### config.mk
export PLATFORM = sky130hd
export DESIGN_NAME = panel_status_scheduler_flat
export DESIGN_NICKNAME = d
export VERILOG_FILES = /design/src/rtl/panel_status_scheduler_pkg.sv /design/src/rtl/panel_status_scheduler_if.sv /design/src/rtl/panel_status_scheduler_frame_blink_timer.sv /design/src/rtl/panel_status_scheduler.sv /design/src/flat_wrapper.sv
export SDC_FILE = /design/constraint.sdc
export NUM_CORES = 1
export LEC_CHECK = 0
export CAP_MARGIN = 30
export CORE_UTILIZATION = 54
export CTS_BUF_LIST = sky130_fd_sc_hd__clkbuf_4 sky130_fd_sc_hd__clkbuf_8
export DETAILED_ROUTE_END_ITERATION = 10
export HOLD_SLACK_MARGIN = 0.05
export PLACE_DENSITY_LB_ADDON = 0.2
export SLEW_MARGIN = 20
export SYNTH_ARGS = -nofsm -noshare
export SYNTH_HDL_FRONTEND = slang
export SYNTH_HIERARCHICAL = 1
export SYNTH_SLANG_ARGS = --single-unit
### constraint.sdc
create_clock -name clk -period 7.1 [get_ports clk]
set_input_delay 1.775 -clock clk [delete_from_list [all_inputs] [get_ports clk]]
set_output_delay 1.775 -clock clk [all_outputs]
set_load 0.1 [all_outputs]
### src/rtl/panel_status_scheduler_pkg.sv
// Shared greenhouse display definitions: status width, panel band rows, colours and
// the panel scheduler state encoding, plus the row-to-panel band lookup.
package greenhouse_pkg;

   localparam int STATUS_W = 4;

   localparam logic [9:0] PANEL_Y1 = 10'd120;
   localparam logic [9:0] PANEL_Y2 = 10'd240;
   localparam logic [9:0] PANEL_Y3 = 10'd360;
   localparam logic [9:0] Y_LIMIT  = 10'd480;

   localparam logic [2:0] RGB_BLUE  = 3'b001;
   localparam logic [2:0] RGB_RED   = 3'b100;
   localparam logic [2:0] RGB_WHITE = 3'b111;
   localparam logic [2:0] RGB_BLACK = 3'b000;

   typedef enum logic {
      IDLE = 1'b0,
      SCAN = 1'b1
   } sched_state_e;

   // Rows at or beyond Y_LIMIT land in the last band; callers handle the blank region.
   function automatic logic [1:0] panel_band(input logic [9:0] y);
      if (y < PANEL_Y1)      return 2'd0;
      else if (y < PANEL_Y2) return 2'd1;
      else if (y < PANEL_Y3) return 2'd2;
      else                   return 2'd3;
   endfunction

endpackage

### src/rtl/panel_status_scheduler_if.sv
// Signal bundle between the status inputs / scan position and the panel scheduler.
interface panel_status_scheduler_if #(
   parameter int NUM_PANELS = 4
) ();

   logic                                          frame_start;
   logic [greenhouse_pkg::STATUS_W*NUM_PANELS-1:0] status_in;
   logic [9:0]                                    y;
   logic [1:0]                                    panel_idx;
   logic [7:0]                                    char_code;
   logic [2:0]                                    panel_rgb;
   logic [NUM_PANELS-1:0]                         alert;

   modport master (
      output frame_start, status_in, y,
      input  panel_idx, char_code, panel_rgb, alert
   );

   modport slave (
      input  frame_start, status_in, y,
      output panel_idx, char_code, panel_rgb, alert
   );

endinterface

### src/rtl/panel_status_scheduler_frame_blink_timer.sv
// Fault blink timer: counts frame_start pulses and toggles blink_on every BLINK_FRAMES
// frames. Only built when PANEL_BLINK_EN is defined.
`ifdef PANEL_BLINK_EN
module frame_blink_timer #(
   parameter int BLINK_FRAMES = 30
) (
   input  logic clk,
   input  logic rst,
   input  logic frame_start,
   output logic blink_on
);

   localparam int               CNT_W = $clog2(BLINK_FRAMES + 1);
   localparam logic [CNT_W-1:0] LAST  = CNT_W'(BLINK_FRAMES - 1);

   logic [CNT_W-1:0] count;

   always_ff @(posedge clk or posedge rst) begin
      if (rst) begin
         count    <= '0;
         blink_on <= 1'b0;
      end else if (frame_start) begin
         if (count == LAST) begin
            count    <= '0;
            blink_on <= ~blink_on;
         end else begin
            count <= count + 1'b1;
         end
      end
   end

endmodule
`endif

### src/rtl/panel_status_scheduler.sv
// Frame-synchronous panel scheduler: debounces status nibbles once per frame, commits
// stable values and drives per-row glyph/colour. Fault blinking is enabled by PANEL_BLINK_EN.
module panel_status_scheduler
   import greenhouse_pkg::*;
#(
   parameter int NUM_PANELS    = 4,
   parameter int STABLE_FRAMES = 3,
   parameter int BLINK_FRAMES  = 30
) (
   input  logic                    clk,
   input  logic                    rst,
   panel_status_scheduler_if.slave bus
);

   localparam int               IDX_W      = $clog2(NUM_PANELS);
   localparam int               CNT_W      = $clog2(STABLE_FRAMES + 1);
   localparam logic [IDX_W-1:0] LAST_IDX   = IDX_W'(NUM_PANELS - 1);
   localparam logic [CNT_W-1:0] STABLE_CNT = CNT_W'(STABLE_FRAMES);

   typedef logic [STATUS_W-1:0] nibble_t;

   sched_state_e                     state, state_next;
   logic                             load_snap, step;
   logic [IDX_W-1:0]                 idx;
   nibble_t [NUM_PANELS-1:0]         snap, cand, committed;
   logic [NUM_PANELS-1:0][CNT_W-1:0] cnt;
   logic [CNT_W-1:0]                 cnt_next;
   logic                             blink_on;
   logic [1:0]                       band;
   logic [2:0]                       alert_rgb;
   logic [1:0]                       panel_idx;
   logic [7:0]                       char_code;
   logic [2:0]                       panel_rgb;

   always_ff @(posedge clk or posedge rst) begin
      if (rst) state <= IDLE;
      else     state <= state_next;
   end

   // NOTE: every output of a combinational block gets a default first so no latch is inferred.
   always_comb begin
      state_next = state;
      load_snap  = 1'b0;
      step       = 1'b0;
      case (state)
         IDLE: begin
            if (bus.frame_start) begin
               load_snap  = 1'b1;
               state_next = SCAN;
            end
         end
         SCAN: begin
            step = 1'b1;
            if (idx == LAST_IDX) state_next = IDLE;
         end
         default: state_next = IDLE;
      endcase
   end

   always_comb begin
      if (snap[idx] != cand[idx])       cnt_next = CNT_W'(1);
      else if (cnt[idx] == STABLE_CNT)  cnt_next = STABLE_CNT;
      else                              cnt_next = cnt[idx] + 1'b1;
   end

   // NOTE: debounce state is reset too, so a reset during SCAN leaves no half-updated panel.
   always_ff @(posedge clk or posedge rst) begin
      if (rst) begin
         idx       <= '0;
         snap      <= '0;
         cand      <= '0;
         cnt       <= '0;
         committed <= '0;
      end else if (load_snap) begin
         snap <= bus.status_in;
         idx  <= '0;
      end else if (step) begin
         cand[idx] <= snap[idx];
         cnt[idx]  <= cnt_next;
         if (cnt_next == STABLE_CNT) committed[idx] <= snap[idx];
         idx <= idx + 1'b1;
      end
   end

   always_comb begin
      bus.alert = '0;
      for (int i = 0; i < NUM_PANELS; i++) bus.alert[i] = committed[i][STATUS_W-1];
   end

`ifdef PANEL_BLINK_EN
   frame_blink_timer #(.BLINK_FRAMES(BLINK_FRAMES)) u_blink (
      .clk         (clk),
      .rst         (rst),
      .frame_start (bus.frame_start),
      .blink_on    (blink_on)
   );
`else
   // Without the timer a fault panel sits permanently in its "on" phase: steady red.
   assign blink_on = (BLINK_FRAMES > 0);
`endif

   always_comb begin
      band      = panel_band(bus.y);
      alert_rgb = blink_on ? RGB_RED : RGB_WHITE;
   end

   always_ff @(posedge clk or posedge rst) begin
      if (rst) begin
         panel_idx <= 2'd0;
         char_code <= 8'd0;
         panel_rgb <= RGB_WHITE;
      end else if (bus.y >= Y_LIMIT) begin
         panel_idx <= 2'd3;
         char_code <= 8'd0;
         panel_rgb <= RGB_WHITE;
      end else begin
         panel_idx <= band;
         char_code <= {4'h0, committed[band]};
         panel_rgb <= committed[band][STATUS_W-1] ? alert_rgb : RGB_BLUE;
      end
   end

   assign bus.panel_idx = panel_idx;
   assign bus.char_code = char_code;
   assign bus.panel_rgb = panel_rgb;

endmodule

### src/flat_wrapper.sv
// flat-port wrapper written by rule: the top's interface ports become plain ports
module panel_status_scheduler_flat import greenhouse_pkg::*;
#(
   parameter int NUM_PANELS    = 4,
   parameter int STABLE_FRAMES = 3,
   parameter int BLINK_FRAMES  = 30
)
  (clk, rst, bus_frame_start, bus_status_in, bus_y, bus_panel_idx, bus_char_code, bus_panel_rgb, bus_alert);
  panel_status_scheduler_if #(.NUM_PANELS(NUM_PANELS)) bus_i ();
  input  logic clk;
  input  logic rst;
  input wire logic [$bits(bus_i.frame_start)-1:0] bus_frame_start;
  input wire logic [$bits(bus_i.status_in)-1:0] bus_status_in;
  input wire logic [$bits(bus_i.y)-1:0] bus_y;
  output wire logic [$bits(bus_i.panel_idx)-1:0] bus_panel_idx;
  output wire logic [$bits(bus_i.char_code)-1:0] bus_char_code;
  output wire logic [$bits(bus_i.panel_rgb)-1:0] bus_panel_rgb;
  output wire logic [$bits(bus_i.alert)-1:0] bus_alert;
  assign bus_i.frame_start = bus_frame_start;
  assign bus_i.status_in = bus_status_in;
  assign bus_i.y = bus_y;
  assign bus_panel_idx = bus_i.panel_idx;
  assign bus_char_code = bus_i.char_code;
  assign bus_panel_rgb = bus_i.panel_rgb;
  assign bus_alert = bus_i.alert;
  panel_status_scheduler #(.NUM_PANELS(NUM_PANELS), .STABLE_FRAMES(STABLE_FRAMES), .BLINK_FRAMES(BLINK_FRAMES)) u_core (.clk(clk), .rst(rst), .bus(bus_i));
endmodule
* Word-level counts from Yosys, hierarchy flattened
Cells that the tools add are included.
Word-level totals: output and inout port bits 17, logic and storage cells 71, input bits 29, bits in registers 68
Operators by class: order comparisons 7, reduce and logical (&&, ||, !) cells 4, eq/ne operators 4, muxes and demuxes 31, add/subtract/negate cells 2, bitwise gates (word level) 2
Operator list (number):
- bitwise mux 16 bit | 2
- binary-select mux 4 bit (select 2 bit) | 3
- 2-to-1 mux 4 bit | 5
- 2-to-1 mux 2 bit | 9
- >= comparator 10 x 9 -> 1 bit, second input constant | 1
- < comparator 10 x 7 -> 1 bit, second input constant | 1
- < comparator 10 x 8 -> 1 bit, second input constant | 1
- < comparator 10 x 9 -> 1 bit, second input constant | 1
- bitwise mux 8 bit | 1
- demux 4 bit (select 2 bit) | 1
- == test 2 bit, second input constant | 3
- < comparator 2 x 3 -> 1 bit, second input constant | 2
- 2-to-1 mux 3 bit | 2
- 2-to-1 mux 1 bit | 5
- adder 2 x 1 -> 2 bit, second input constant | 2
- binary-select mux 2 bit (select 2 bit) | 1
- demux 2 bit (select 2 bit) | 1
- inequality test 4 bit | 1
- AND reduction 3 bit | 1
- >= comparator 2 x 1 -> 1 bit, second input constant | 1
- NOT 1 bit | 2
- one-hot mux 1 bit (2 select lines) | 1
- AND reduction 2 bit | 1
- nonzero test 2 bit | 1
- logical AND 1 bit | 1

* Logic depth before layout (Yosys ltp)
Gate-level depths: netlist (run 1).
word-level depth 8, gate-level depth with buffers 6

* Worst setup path after synthesis (run 1)
Ideal clock, no wire load.
path kind input-to-reg, from input port bus_y[4], to register u_core.panel_rgb[0], in the netlist u_core/bus.panel_rgb[0], data arrival time 3.079 ns, stages on the path 5, path slack 3.936 ns, buffers on the path 0, cells stage by stage o211a_1 -> o21a_1 -> or3b_2 -> a31o_2 -> or2_2
On the way: cells in the longest elaborated chain, start to end 8, elaborated cells on any way between the ends 11, those cells by class 4 x order compare; 7 x mux
RTL lines:
- start: declaration | line flat_wrapper.sv:14 | input wire logic [$bits(bus_i.y)-1:0] bus_y;
- < comparator 10 x 9 -> 1 bit | line panel_status_scheduler_pkg.sv:26 | else if (y < PANEL_Y3) return 2'd2;
- 2-to-1 mux 1 bit | line panel_status_scheduler_pkg.sv:26
- 2-to-1 mux 2 bit | line panel_status_scheduler_pkg.sv:25 | else if (y < PANEL_Y2) return 2'd1;
- 2-to-1 mux 2 bit | line panel_status_scheduler_pkg.sv:24 | if (y < PANEL_Y1) return 2'd0;
- binary-select mux 4 bit (select 2 bit) | line panel_status_scheduler.sv:119 | panel_rgb <= committed[band][STATUS_W-1] ? alert_rgb : RGB_BLUE;
- 2-to-1 mux 4 bit (implied by the code) | line panel_status_scheduler.sv:119
- 2-to-1 mux 3 bit | line panel_status_scheduler.sv:119
- 2-to-1 mux 3 bit (*) | line panel_status_scheduler.sv:112 | end else if (bus.y >= Y_LIMIT) begin
- end signal: assignment | line panel_status_scheduler.sv:119
- end: declaration | line panel_status_scheduler.sv:33 | logic [2:0] panel_rgb;
Mark *: on every way between the ends. The rest lies on a longest branch, timed or not. The select of a mux whose other input is x is not followed. A chain may end at the register's enable or synchronous reset.

* Worst setup path after layout (run 1)
from register u_core.panel_rgb[0], in the netlist u_core/bus.panel_rgb[0], to output port bus_panel_rgb[0]
RTL lines:
- end: declaration | line flat_wrapper.sv:17 | output wire logic [$bits(bus_i.panel_rgb)-1:0] bus_panel_rgb;
No word-level cell between the ends.

==> results_dict.tcl, run 1 <==
set metrics [dict create \
    r2r_slack_ps 4070 \
    cts.hold.buffers_added 0 \
    path_buf_inv 1 \
    tightestPinTransition_ps 978.5 \
    peakVddDrop_mv 0.2350 \
    end_kind "output port" \
    leakage_nw 1.634 \
    postSynth.asyncResetShare_pct 100.0 \
    postSynthCellCount 229 \
    drtAntennaViolNets 0 \
    critPathMaxStageDelay_ps 1120 \
    grt_pass1_wl_mm 9.459 \
    area_delta_synth_final_pct 19.26 \
    hold_viol 0 \
    yosys.cell_types.count 38 \
    die-area_um2 6096 \
    holdPathEnd "u_core/cnt[5]$_DFFE_PP0P_" \
    drt_first_pass_iters 4 \
    setup_viol 0 \
    ctsResizeCount 0 \
    fmax_mhz 268.1 \
    yosysWarnings 6 \
    start_kind "register" \
    yosysTopAreaCell "dfrtp_1" \
    pwr-share-clk_pct 18.6 \
    die_h_um 78.08 \
    ys_seq_area_share_pct 54.56 \
    post-cts-setup-buffer-count 0 \
    sw_frac_of_total_pct 36.18 \
    mostFrequentLayoutCells "dfrtp_1 (65), mux2_2 (44), clkdlybuf4s50_1 (38), nand2_1 (18), clkbuf_8 (13)" \
    dp_slack_ps 3381 \
    cts_root_buffer "clkbuf_8" \
    cp.arrival_ps 1950 \
    worstPathMaxFanout 1 \
    fin_tns_setup_ps 0 \
    drive_gt1_share_pct 31.14 \
    htreeDepth 3 \
    clkTransAtPathRegs_ps 70 \
    slew_viol_final 0 \
    min_path_type "register to register" \
    clockBufferDepth 2 \
    seqPwrFrac_pct 40.7 \
    start_util_pct 56.41 \
    grt.total_usage_pct 20.58 \
    die_w_um 78.08 \
    drt-vias-per-instance 5.681 \
    holdPathStages 2 \
    cts_tree "built" \
    final_common_cell "dfrtp_1" \
    synth_area_leaders "dfrtp_1 (52%), mux2_2 (16%), mux4_2 (7.2%)" \
    cp_slowest_cell "clkdlybuf4s50_1" \
    power_density_nw_per_um2 424.6 \
    synth_top_cell_area_share_pct 52.04 \
    worstHoldStart "u_core/cnt[5]$_DFFE_PP0P_" \
    cp_top_family "buffers and inverters" \
    grt-ovfl-total 0 \
    grt_max_degree 69 \
    rows 27 \
    grt_pass1_vias 1965 \
    syn_area_per_cell_um2 13.65 \
    synth_ff_type "dfrtp_1" \
    drt-wirelength-per-cell_um 15.43 \
    rsz0062_at_grt "false" \
    synth_edf_count 0 \
    drc 0 \
    io_buffers 38 \
    worst_r2r_endpoint "u_core/committed[10]$_DFFE_PP0P_" \
    final_nets 302 \
    dp_hpwl_mm 3.687 \
    relSlewSlack_pct 34.56 \
    skew_ps 4.494 \
    cts_buffers 9 \
    holdWs_ps 473.6 \
    drt-initial-drc-count 122 \
    insertion_delay_ps 320 \
    io_pins 46 \
    p_total_mw 1.583 \
    required_ps 5330 \
    routed_wl_mm 5.324 \
    r2r-start "u_core/idx[0]$_DFFE_PP0P_" \
    antenna_found_initial 0 \
    pwr-share-comb_pct 40.7 \
    crit_type "register to output port" \
    p_int_mw 1.010 \
    status "complete, no violations" \
    fill_cells 431 \
    power.switching_uw 572.5 \
    cts_num_sinks 68 \
    post-route-period-util_pct 52.53 \
    diodes 0 \
    synth-seq-cells 68 \
    crit_chain "clkdlybuf4s50_1" \
    setup_slack_ps 3371 \
    min_period_ps 3729 \
    via_count 1960 \
    drv_cap 0 \
    coreArea_um2 5540 \
    gp_congestion 0.7821 \
    worstRegToRegCells 5 \
    syn_area_um2 3125 \
]
==> routing by layer <==
metal	GRT usage (%)	share of wire, %	up-vias
li1	-	-	913
met1	28.35	47	993
met2	32.37	48	45
met3	3.953	3.9	9
met4	8.333	1.5	0
met5	0	0	-
==> sequential cells by signal, indices dropped and copies added (netlist names) <==
signal                flops
u_core/bus.alert          4
u_core/bus.char_code      4
u_core/bus.panel_idx      2
u_core/bus.panel_rgb      3
u_core/cand              16
u_core/cnt                8
u_core/committed         12
u_core/idx                2
u_core/snap              16
u_core/state              1
==> per-stage QoR <==
step | area, um2 | std cells | util, %
after floorplan | 3137 | 232 | -
after global placement | 3536 | 330 | 63.82
after detailed placement | 3536 | 330 | 63.82
after CTS | 3727 | 345 | 67.28
after global routing | 3727 | 345 | 67.28
final | 3727 | 345 | 67.28
==> cells in the mapped netlist (2+ instances only) <==
master / n
a211oi_1: 5
a21o_1: 3
a41oi_1: 2
and3_1: 3
buf_1: 2
buf_4: 9
clkbuf_1: 3
dfrtp_1: 65
dfstp_2: 3
ha_1: 4
inv_1: 5
mux2_1: 4
mux2_2: 44
mux2i_1: 2
mux4_2: 10
nand2_1: 18
nand3_1: 5
nor2_1: 5
nor2_2: 3
nor2b_1: 2
o21ai_0: 7
o31ai_1: 5
or2_2: 2
xnor2_1: 4
==> final cells by class <==
class / instances / area [um2] / share of cell area (%)
sequential: 68 / 1705 / 45.75
multi-input combinational: 145 / 1326 / 35.58
timing repair buffer: 40 / 395.4 / 10.61
clock buffer: 14 / 186.4 / 5.002
tap: 72 / 90.09 / 2.417
inverter: 5 / 18.77 / 0.5035
clock inverter: 1 / 5.005 / 0.1343
==> cells by family (layout without fill, tap and decap cells) <==
| group | count (synthesis) | after routing | share of synthesized area [%] |
|---|---|---|---|
| AOI/OAI and AO/OA | 29 | 29 | 6.646 |
| xor gates and xnor gates | 4 | 4 | 1.121 |
| adders and majority gates | 4 | 4 | 1.601 |
| buffers and inverters | 19 | 60 | 3.363 |
| DFF | 68 | 68 | 54.56 |
| muxes | 60 | 60 | 25.14 |
| other | 1 | 4 | 0.1200 |
| and+or+nand+nor | 44 | 44 | 7.446 |
==> power groups by stage <==
stage                     clock [mW]  combinational, mW  sequential [mW]
final                          0.295              0.644            0.644
after global placement             0              0.633            0.646
after global routing           0.320              0.703            0.667
after detailed placement           0              0.649            0.653
after CTS                      0.304              0.652            0.647
after floorplan                    0              0.527            0.626
==> worst max path at each step <==
stage	from	end	slack, ps	cells after the start
5_1_grt	u_core/bus.panel_rgb[0]$_DFF_PP1_	bus_panel_rgb[0]	3330	1
3_3_place_gp	bus_y[4]	u_core/bus.panel_rgb[0]$_DFF_PP1_	3390	6
3_5_place_dp	bus_y[4]	u_core/bus.panel_rgb[0]$_DFF_PP1_	3380	6
2_1_floorplan	rst	u_core/bus.alert[0]$_DFFE_PP0P_	3620	1
6_report	u_core/bus.panel_rgb[0]$_DFF_PP1_	bus_panel_rgb[0]	3370	1
4_1_cts	u_core/bus.panel_rgb[0]$_DFF_PP1_	bus_panel_rgb[0]	3350	1
No activity file was read; power rests on OpenSTA's default activity.
==> run 2, diff against run 1 <==
- CORE_UTILIZATION: 54 -> 51
- clock period: 7.1 -> 3.2 ns (I/O delays scaled with it)
==> results_dict.tcl, run 2 (same netlist as run 1, synthesis figures left out) <==
set metrics [dict create \
    clkTransAtPathRegs_ps 70 \
    mostFrequentLayoutCells "dfrtp_1 (65), mux2_2 (44), clkdlybuf4s50_1 (25), buf_4 (22), nand2_1 (18)" \
    fin_tns_setup_ps 0 \
    peakVddDrop_mv 0.5239 \
    post-cts-setup-buffer-count 0 \
    diodes 0 \
    fin_cells 356 \
    final_area_um2 3732 \
    clockBufferDepth 2 \
    io_pins 46 \
    insertion_delay_ps 330 \
    drive_gt1_share_pct 37.72 \
    area_delta_synth_final_pct 19.42 \
    largestRegisters "u_core/cand: 16 flops, u_core/snap: 16 flops, u_core/committed: 12 flops" \
    grt-ovfl-total 0 \
    slew_viol_final 0 \
    grt.total_usage_pct 20.81 \
    gp_congestion 0.7410 \
    grt_pass1_wl_mm 9.784 \
    holdPathEnd "u_core/cnt[5]$_DFFE_PP0P_" \
    die_w_um 80.29 \
    cts.hold.buffers_added 0 \
    crit_type "register to register" \
    final_nets 309 \
    drt-initial-drc-count 80 \
    r2r-start "u_core/idx[0]$_DFFE_PP0P_" \
    grt_max_degree 28 \
    fmax_mhz 371.8 \
    antenna_found_initial 0 \
    ctsResizeCount 0 \
    start_kind "register" \
    min_path_type "register to register" \
    worst_r2r_endpoint "u_core/cnt[4]$_DFFE_PP0P_" \
    die_h_um 80.29 \
    start_util_pct 52.79 \
    place_area_um2 3560 \
    power_density_nw_per_um2 963.1 \
    cts_tree "built" \
    met2_length_mm 2.771 \
    via_count 1970 \
    r2r_slack_ps 510 \
    dp_cells 340 \
    cp.arrival_ps 2880 \
    rsz0062_at_grt "false" \
    grt_pass1_vias 1986 \
    holdPathStages 2 \
    dp_slack_ps 426.9 \
    coreArea_um2 5921 \
    setup_slack_ps 510.5 \
    cts_buffers 9 \
    wl_met1_mm 2.854 \
    drt_first_pass_iters 4 \
    required_ps 3390 \
    min_period_ps 2689 \
    drtAntennaViolNets 0 \
    worstPathMaxFanout 8 \
    rows 28 \
    hold_viol 0 \
    setup_viol 0 \
    relSlewSlack_pct 63.68 \
    drt-wirelength-per-cell_um 16.38 \
    status "complete, no violations" \
    worstRegToRegCells 7 \
    top_layer "met4" \
    skew_ps 11.30 \
    leakage_nw 1.675 \
    cts_num_sinks 68 \
    worstHoldStart "u_core/cnt[5]$_DFFE_PP0P_" \
    routed_wl_mm 5.832 \
    final_common_cell "dfrtp_1" \
    drt-vias-per-instance 5.534 \
    die-area_um2 6446 \
    post-route-period-util_pct 84.05 \
    io_buffers 38 \
    wl_met3_um 152 \
    end_kind "register" \
    drc 0 \
    tightestPinTransition_ps 544.0 \
    htreeDepth 3 \
    dp_hpwl_mm 4.064 \
    drv_cap 0 \
    cts_root_buffer "clkbuf_8" \
]
[run 2: changes by cell type in the layout (fill, tap and decap cells not counted), sizes merged]
cell           before  now
buf                 2   22
clkdlybuf4s50      38   25
clkbuf             14   11
clkinv              1    4
clkinvlp            0    1
[run 2: metrics by stage]
| stage | utilization [%] | power [mW] | hold WS (ps) |
|---|---|---|---|
| floorplan | - | 2.559 | 443.2 |
| global placement | 60.12 | 2.945 | 454.3 |
| detailed placement | 60.12 | 2.994 | 461.5 |
| CTS | 63.04 | 3.618 | 477.2 |
| global route | 63.04 | 3.808 | 513.6 |
| finish | 63.04 | 3.595 | 478.7 |
[run 2: worst max-delay path, stage by stage, from the launching register on]
cell	delay, ps
dfrtp_1	530
buf_4	280
mux4_2	530
xnor2_1	200
nand4_2	260
buf_4	240
nor3b_1	370
o21ai_0	140
[run 2: cell type report]
class	instances	area (um2)
fillers	475	2188
flip-flops and latches	68	1705
multi-input cells	145	1326
repair buffers	47	415.4
clock buffers	11	145.1
well taps	75	93.84
clock inverters	5	27.53
inverters	5	18.77
[run 2: worst max path at each step]
stage	cells past startpoint	from	slack [ps]	to
after floorplan	1	rst	690	u_core/bus.alert[0]$_DFFE_PP0P_
after global placement	6	bus_y[4]	470	u_core/bus.panel_rgb[0]$_DFF_PP1_
after detailed placement	6	bus_y[4]	430	u_core/bus.panel_rgb[0]$_DFF_PP1_
after CTS	7	u_core/idx[0]$_DFFE_PP0P_	490	u_core/cnt[6]$_DFFE_PP0P_
after global routing	7	u_core/idx[0]$_DFFE_PP0P_	280	u_core/cnt[4]$_DFFE_PP0P_
final	7	u_core/idx[0]$_DFFE_PP0P_	510	u_core/cnt[4]$_DFFE_PP0P_
[run 2: layer usage]
metal	vias to the layer above	track usage, %
li1	923	-
met1	1001	29.30
met2	41	31.79
met3	5	5.455
met4	0	5.893
met5	-	0
[run 2: where the power goes]
part | switching, mW | total (mW) | internal, mW
Sequential | 0.193 | 1.38 | 1.19
Clock | 0.314 | 0.620 | 0.306
Combinational | 0.842 | 1.59 | 0.749
